$ cat src/rtl/sqrt_iter.sv
// sqrt_iter: iterative unsigned integer square root, one root bit per clock.
// Returns floor(sqrt(x)) and remainder x - y^2 through a valid/ack handshake.
`timescale 1ns/1ps
module sqrt_iter #(
  parameter int WIDTH = 16
) (
  input  logic               clk,
  input  logic               rst,
  input  logic [WIDTH-1:0]   x_in,
  input  logic               x_valid,
  output logic               x_ready,
  output logic [WIDTH/2-1:0] y_out,
  output logic [WIDTH/2:0]   r_out,
  output logic               y_valid,
  input  logic               y_ack
);

  localparam int N  = WIDTH / 2;
  localparam int CW = $clog2(N) + 1;

  typedef enum logic [1:0] {
    IDLE,
    CALC,
    DONE
  } state_t;

  state_t           state_q;
  logic [WIDTH-1:0] rem_q, rem_d;
  logic [WIDTH-1:0] root_q, root_d;
  logic [WIDTH-1:0] mask_q, mask_d;
  logic [CW-1:0]    cnt_q, cnt_d;
  logic [WIDTH-1:0] b;
  logic             last;
  logic             load;

  assign x_ready = (state_q == IDLE);
  assign last    = (state_q == CALC) && (cnt_q == CW'(N - 1));
  assign load    = ((state_q == IDLE) && x_valid) || (state_q == CALC);

  always_comb begin
    b      = root_q | mask_q;
    rem_d  = rem_q;
    root_d = root_q;
    mask_d = mask_q;
    cnt_d  = cnt_q;
    if (state_q == IDLE) begin
      rem_d  = x_in;
      root_d = '0;
      mask_d = WIDTH'(1) << (WIDTH - 2);
      cnt_d  = '0;
    end else if (state_q == CALC) begin
      // rem >= root|mask cannot underflow; root shifts right as mask walks down
      if (rem_q >= b) begin
        rem_d  = rem_q - b;
        root_d = (root_q >> 1) | mask_q;
      end else begin
        root_d = root_q >> 1;
      end
      mask_d = mask_q >> 2;
      cnt_d  = cnt_q + CW'(1);
    end
  end

  always_ff @(posedge clk) begin
    if (rst) begin
      state_q <= IDLE;
      rem_q   <= '0;
      root_q  <= '0;
      mask_q  <= '0;
      cnt_q   <= '0;
      y_out   <= '0;
      r_out   <= '0;
      y_valid <= 1'b0;
    end else begin
      if (load) begin
        rem_q  <= rem_d;
        root_q <= root_d;
        mask_q <= mask_d;
        cnt_q  <= cnt_d;
      end
      case (state_q)
        IDLE: begin
          if (x_valid) state_q <= CALC;
        end
        CALC: begin
          if (last) begin
            y_out   <= root_d[N-1:0];
            r_out   <= rem_d[N:0];
            y_valid <= 1'b1;
            state_q <= DONE;
          end
        end
        DONE: begin
          if (y_ack) begin
            y_valid <= 1'b0;
            state_q <= IDLE;
          end
        end
        default: state_q <= IDLE;
      endcase
    end
  end

endmodule

$ cat config.mk
export PLATFORM = sky130hd
export DESIGN_NAME = sqrt_iter
export DESIGN_NICKNAME = d
export VERILOG_FILES = /design/src/rtl/sqrt_iter.sv
export SDC_FILE = /design/constraint.sdc
export NUM_CORES = 1
export LEC_CHECK = 0
export CAP_MARGIN = 20
export CORE_MARGIN = 2
export CORE_UTILIZATION = 46
export CTS_CLUSTER_SIZE = 20
export DETAILED_ROUTE_END_ITERATION = 8
export MAX_ROUTING_LAYER = met4
export PLACE_DENSITY = 0.67
export SYNTH_ARGS = -nofsm -noshare
export SYNTH_HDL_FRONTEND = slang
export SYNTH_SLANG_ARGS = --single-unit
$ cat constraint.sdc
create_clock -name clk -period 5.6 [get_ports clk]
set_input_delay 1.68 -clock clk [delete_from_list [all_inputs] [get_ports clk]]
set_output_delay 1.68 -clock clk [all_outputs]
set_load 0.01 [all_outputs]
==> flow_summary_export.csv, run 1 <==
group,metric,value,unit
run_status,status,"finished, final reports clean",
cells_and_area,multi_input_area,0.00216,mm2
sta,setup_viol_count_final,0,
cells_and_area,n_antenna_cell,0,
grt,grt.overflow.total,0,
setup_path,critPathRequiredTime,3.92,ns
clocking,cts_hold_buffers,0,
synth,async_flop_share,0,%
sta,tns,0,ns
clocking,htreeDepth,3,
floorplanning,fp.dieW,92.4,um
routing,drt_iter0_drc,174,
synth,ys_seq_area_share,35.1,%
synth,yosys-top-cells-count,"dfxtp_1, nor2_1, nand2_1",
sta,worst_slew_pin_slew,0.660,ns
routing,wl_met1,4.80,mm
grt,grt_pass1_vias,3402,
routing,avgRoutedWirePerCell,17.8,um
floorplanning,ios,39,
min_path,hold_end,"y_out[3]",
placed_design,port_buffers,38,
synth,synth_nets,481,
cells_and_area,syn_to_final_growth,17.4,%
min_path,whs_path_depth,2,
power,power_density,476,mW/mm2
setup_path,critPathLaunchType,"flip-flop",
setup_path,rr_worst_depth,9,
synth,yosys.area.top_type,"dfxtp_1",
synth,yosysTopAreaCellShare,35.1,%
setup_path,crit_type,"reg2out",
sta,rsz0062_at_grt,"false",
synth,syn_area_per_cell,8.09,um2
sta,min_period,3.43,ns
cells_and_area,drive_gt1_share,8.39,%
placed_design,dpl.hpwl,7.01,mm
grt,groute.usage.overall,25.5,%
clocking,cts_resized,0,
sta,finalCritPeriodShare,61.2,%
routing,drtPass1Iterations,5,
cells_and_area,fillers,718,
synth,synthDistinctLibCells,65,
grt,grt_pass1_wl,16.7,mm
synth,syn-cell-area,0.00359,mm2
setup_path,critPathArrivalTime,1.75,ns
clocking,clk_latency,0.36,ns
clocking,cts_root_buffer,"clkbuf_8",
cells_and_area,nets,509,
floorplanning,die_y,92.4,um
clocking,cts_buffers,9,
routing,dr_total_vias,3490,
setup_path,timing.rr.end,"rem_q[6]",
synth,yosysMostFrequentCell,"dfxtp_1",
synth,synth_edf_count,0,
routing,final_antenna_net_count,0,
routing,top_layer_used,"met4",
flow_run,maxCapViolCount,0,
power,leakagePower,0.00153,uW
setup_path,worstSetupEndpointType,"output pin",
setup_path,worstPathMaxFanout,14,
routing,wl_met3,556,um
synth,yosys_warnings,0,
min_path,worstHoldStart,"y_out[3]",
cells_and_area,fin_cells,579,
clocking,cts_tree,"done",
setup_path,reg2reg_from,"root_q[0]",
synth,synth-seq-cells,63,
sta,hold_violations,0,
placed_design,dp_cells,563,
floorplanning,rows,32,
sta,final_max_slew_viol_count,0,
clocking,clock_path_buffers,2,
cells_and_area,area.sequential,0.00126,mm2
routing,finalWirelength,10.3,mm
clocking,path_clk_slew,0.08,ns
placed_design,place.gp.congestion,0.912,
synth,postSynthCellCount,444,
grt,grt_max_degree,34,
grt,antenna_found_initial,0,
routing,drc,0,
floorplanning,core_area,0.00765,mm2
floorplanning,initial_core_util,47.0,%
min_path,hp-class,"reg2reg",
synth,synth_ff_type,"dfxtp_1",
floorplanning,dieArea,0.00853,mm2
sta,slew-limit-headroom,56.0,%
clocking,cts_setup_buffers,0,
routing,viasPerCell,6.03,
setup_path,reg2reg_slack,2.41,ns
synth,synthTopCellsByArea,"dfxtp_1, nor2_1, ha_1",
sta,skew,0.00926,ns
sta,max_freq,292,MHz
power,irDropWorstVdd,143,uV
clocking,cts_sinks,63,
routing,dr_wl_met2,4.72,mm
[area by class of cell]
| class | instances | area share [%] |
|---|---|---|
| well taps | 102 | 3.03 |
| repair buffers | 43 | 9.79 |
| multi-input cells | 340 | 51.1 |
| flip-flops and latches | 63 | 29.9 |
| inverters | 15 | 1.33 |
| clock buffers | 9 | 2.94 |
| clock inverters | 7 | 1.90 |
[routing by layer]
layer	up-vias	global-route usage, %
li1	1706	-
met1	1648	33.6
met2	112	38.9
met3	24	5.13
met4	0	9.58
met5	-	-
[worst max path at each step]
stage,cells past startpoint,startpoint,to
2_1_floorplan,6,x_valid,root_q[12]
3_3_place_gp,7,x_valid,rem_q[1]
3_5_place_dp,7,x_valid,rem_q[1]
4_1_cts,3,state_q[1],x_ready
5_1_grt,7,x_valid,rem_q[1]
6_report,3,state_q[1],x_ready
[critical path, stage by stage (launching register included)]
cell and delay (ns):
dfxtp_1 0.44, nor2_1 0.13, buf_4 0.25, clkdlybuf4s50_1 0.57
[where the power goes]
part / switching [uW] / internal (uW) / total (uW)
Combinational: 658 / 394 / 1050
Sequential: 43.2 / 498 / 541
Clock: 205 / 210 / 415
Total: 906 / 1100 / 2010
[layout by cell type, fill, tap and decap left out, drive strengths merged, types with 6 or more instances in the layout]
cell type / Yosys / layout
nor3: 7 / 7
o21a: 6 / 6
buf: 8 / 6
o21ai: 31 / 31
ha: 16 / 16
nor4: 8 / 8
a31oi: 9 / 9
a21oi: 30 / 30
nor2: 55 / 55
clkdlybuf4s50: 0 / 37
dfxtp: 63 / 63
nand2: 46 / 46
a22oi: 20 / 20
a211oi: 10 / 10
nand3: 12 / 12
clkbuf: 18 / 9
inv: 15 / 17
[cell families (layout without fill, tap and decap cells)]
logic type               count (synthesis)  after routing  synth area share, %
buffers and inverters                   41             74                 4.98
AO/OA/AOI/OAI                          150            150                 29.1
adder cells (fa/ha/maj)                 17             17                 6.13
AND/OR/NAND/NOR                        163            163                 22.1
XOR/XNOR                                 6              6                 1.46
flip-flops                              63             63                 35.1
multiplexers                             4              4                 1.11
[metrics by stage]
step,power [uW],util [%],cell area [um2],worst slack [ns],hold slack (ns)
2_1_floorplan,1370,-,3590,2.81,0.447
3_3_place_gp,1560,52.5,4010,1.95,0.448
3_5_place_dp,1580,52.5,4010,1.87,0.448
4_1_cts,1990,55.2,4220,2.17,0.464
5_1_grt,2140,55.2,4220,2.03,0.479
6_report,2010,55.2,4220,2.17,0.462
[sequential cells by signal, indices dropped and copies added (netlist names)]
register / count
root_q: 15
rem_q: 16
r_out: 9
cnt_q: 4
y_valid: 1
y_out: 8
state_q: 2
mask_q: 8
Note: power is estimated with default switching activity, not from simulation.
==> run 2, diff against run 1 <==
==> constraint.sdc (replaced) <==
create_clock -name clk -period 3.4 [get_ports clk]
set_input_delay 1.02 -clock clk [delete_from_list [all_inputs] [get_ports clk]]
set_output_delay 1.02 -clock clk [all_outputs]
set_load 0.01 [all_outputs]
==> run 2 against run 1 <==
- final area increased by 0.68%
- sequential power increased by 66%
- clock skew increased by 0.00066 ns
- worst hold slack got worse by 0.0010 ns
- core utilization increased by 0.38 points
- via count increased by 2.2%
==> flow_summary_export.csv, run 2 (same netlist as run 1, synthesis figures left out) <==
group,metric,value,unit
sta,hold-worst-slack,0.461,ns
cells_and_area,layout.cells.most_common_list,"dfxtp_1, nor2_1, nand2_1",
floorplanning,core_area,0.00765,mm2
routing,finalWirelength,10.3,mm
clocking,cts_root_buffer,"clkbuf_8",
routing,viasPerCell,6.11,
grt,grt_use_met1,35.9,%
clocking,cts_sinks,63,
cells_and_area,drive_gt1_share,9.34,%
clocking,path_clk_slew,0.08,ns
grt,gr-usage-met2,39.8,%
clocking,cts_buffers,9,
cells_and_area,largest-register,"rem_q",
grt,grt_use_met3,3.50,%
power,swShare,45.0,%
floorplanning,dieArea,0.00853,mm2
grt,grt.overflow.total,0,
power,irDropWorstVdd,271,uV
floorplanning,fp.dieW,92.4,um
routing,final_antenna_net_count,0,
clocking,cts_setup_buffers,0,
placed_design,place.gp.congestion,0.927,
power,pwr-share-comb,53.0,%
setup_path,worstPathMaxFanout,18,
power,power_density,780,mW/mm2
setup_path,worstSetupEndpointType,"flip-flop",
setup_path,critPathLaunchType,"flip-flop",
cells_and_area,area.sequential,0.00126,mm2
min_path,hp-class,"reg2reg",
sta,rsz0062_at_grt,"false",
cells_and_area,syn_to_final_growth,18.2,%
grt,grt_pass1_wl,17.1,mm
cells_and_area,n_antenna_cell,0,
sta,setup_viol_count_final,0,
routing,dr_total_vias,3566,
sta,slew-limit-headroom,29.7,%
placed_design,port_buffers,38,
grt,antenna_found_initial,0,
power,leakagePower,0.00155,uW
clocking,cts_hold_buffers,0,
power,intPower,1820,uW
grt,grt_pass1_vias,3407,
sta,worst_slew_pin_slew,1.05,ns
min_path,whs_path_depth,2,
sta,finalCritPeriodShare,89.1,%
run_status,status,"finished, final reports clean",
cells_and_area,fillers,719,
clocking,clk_latency,0.35,ns
grt,grt.busiest_layer,"met2",
grt,groute.usage.overall,26.0,%
sta,layout_setup_ws,0.369,ns
sta,max_freq,330,MHz
setup_path,reg2reg_slack,0.37,ns
clocking,clock_path_buffers,2,
routing,drtPass1Iterations,5,
routing,drt_iter0_drc,316,
clocking,cts_resized,0,
setup_path,critPathRequiredTime,3.64,ns
setup_path,crit_type,"reg2reg",
cells_and_area,largest_register_ffs,16,
routing,avgRoutedWirePerCell,17.7,um
sta,final_max_slew_viol_count,0,
placed_design,pre_cts_ws,0.419,ns
floorplanning,initial_core_util,47.0,%
clocking,cts_tree,"done",
cells_and_area,reg_top3,"rem_q (16), root_q (15), r_out (9)",
placed_design,dpl.hpwl,7.32,mm
grt,grt_max_degree,39,
setup_path,rr_worst_depth,10,
floorplanning,ios,39,
sta,skew,0.00992,ns
floorplanning,rows,32,
sta,min_period,3.03,ns
flow_run,maxCapViolCount,0,
power,pwr-share-seq,27.1,%
clocking,htreeDepth,3,
setup_path,critPathArrivalTime,3.27,ns
power,pwr-share-clk,20.0,%
cells_and_area,multi_input_area,0.00216,mm2
sta,hold_violations,0,
floorplanning,die_y,92.4,um
cells_and_area,nets,514,
power,p_switching,1490,uW
sta,tns,0,ns
routing,drc,0,
cells_and_area,layout_commonest_cell,"dfxtp_1",
run 2: cell count changes in the layout (fill, tap and decap cells not counted), sizes merged:
cell      previous run  this run
buf                  6        11
clkinvlp             2         3
inv                 17        16
run 2: area by class of cell:
type / count / area share, %
multi-input cells: 340 / 50.8
flip-flops and latches: 63 / 29.7
repair buffers: 48 / 10.6
well taps: 102 / 3.01
clock buffers: 9 / 2.92
clock inverters: 7 / 1.68
inverters: 15 / 1.33
run 2: layer usage:
layer | part of all wire (%) | vias to the layer above
li1 | - | 1721
met1 | 46 | 1685
met2 | 46 | 138
met3 | 6.6 | 22
met4 | 1.8 | 0
met5 | 0 | -
run 2: worst paths after layout:
check | from | endpoint
setup / recovery | root_q[0] | r_out[5]
hold / removal | r_out[0] | r_out[0]
setup reg to reg | root_q[0] | r_out[5]
hold reg to reg | r_out[0] | r_out[0]
run 2: power by group through the flow:
stage	clock network (uW)	logic (uW)	registers (uW)
floorplan	0	1370	882
detailed placement	0	1710	909
CTS	667	1730	892
global route	699	1930	905
global placement	0	1680	905
finish	661	1750	896
run 2: worst max-delay path, cell delays in order (launching register included):
cell       delay (ns)
dfxtp_1          0.33
or2_2            0.29
ha_1             0.21
fa_1             0.42
nand2b_1         0.19
a21oi_1          0.34
o2111ai_1        0.23
nand3_2          0.39
buf_4            0.24
mux2i_1          0.19
o21ai_0          0.08
run 2: metrics by stage:
step                utilization [%]  total power (uW)  cells  instance area [um2]
floorplan                         -              2250    444                 3590
global placement               53.0              2590    568                 4050
detailed placement             53.0              2620    568                 4050
CTS                            55.5              3280    584                 4250
global route                   55.5              3540    584                 4250
finish                         55.5              3310    584                 4250
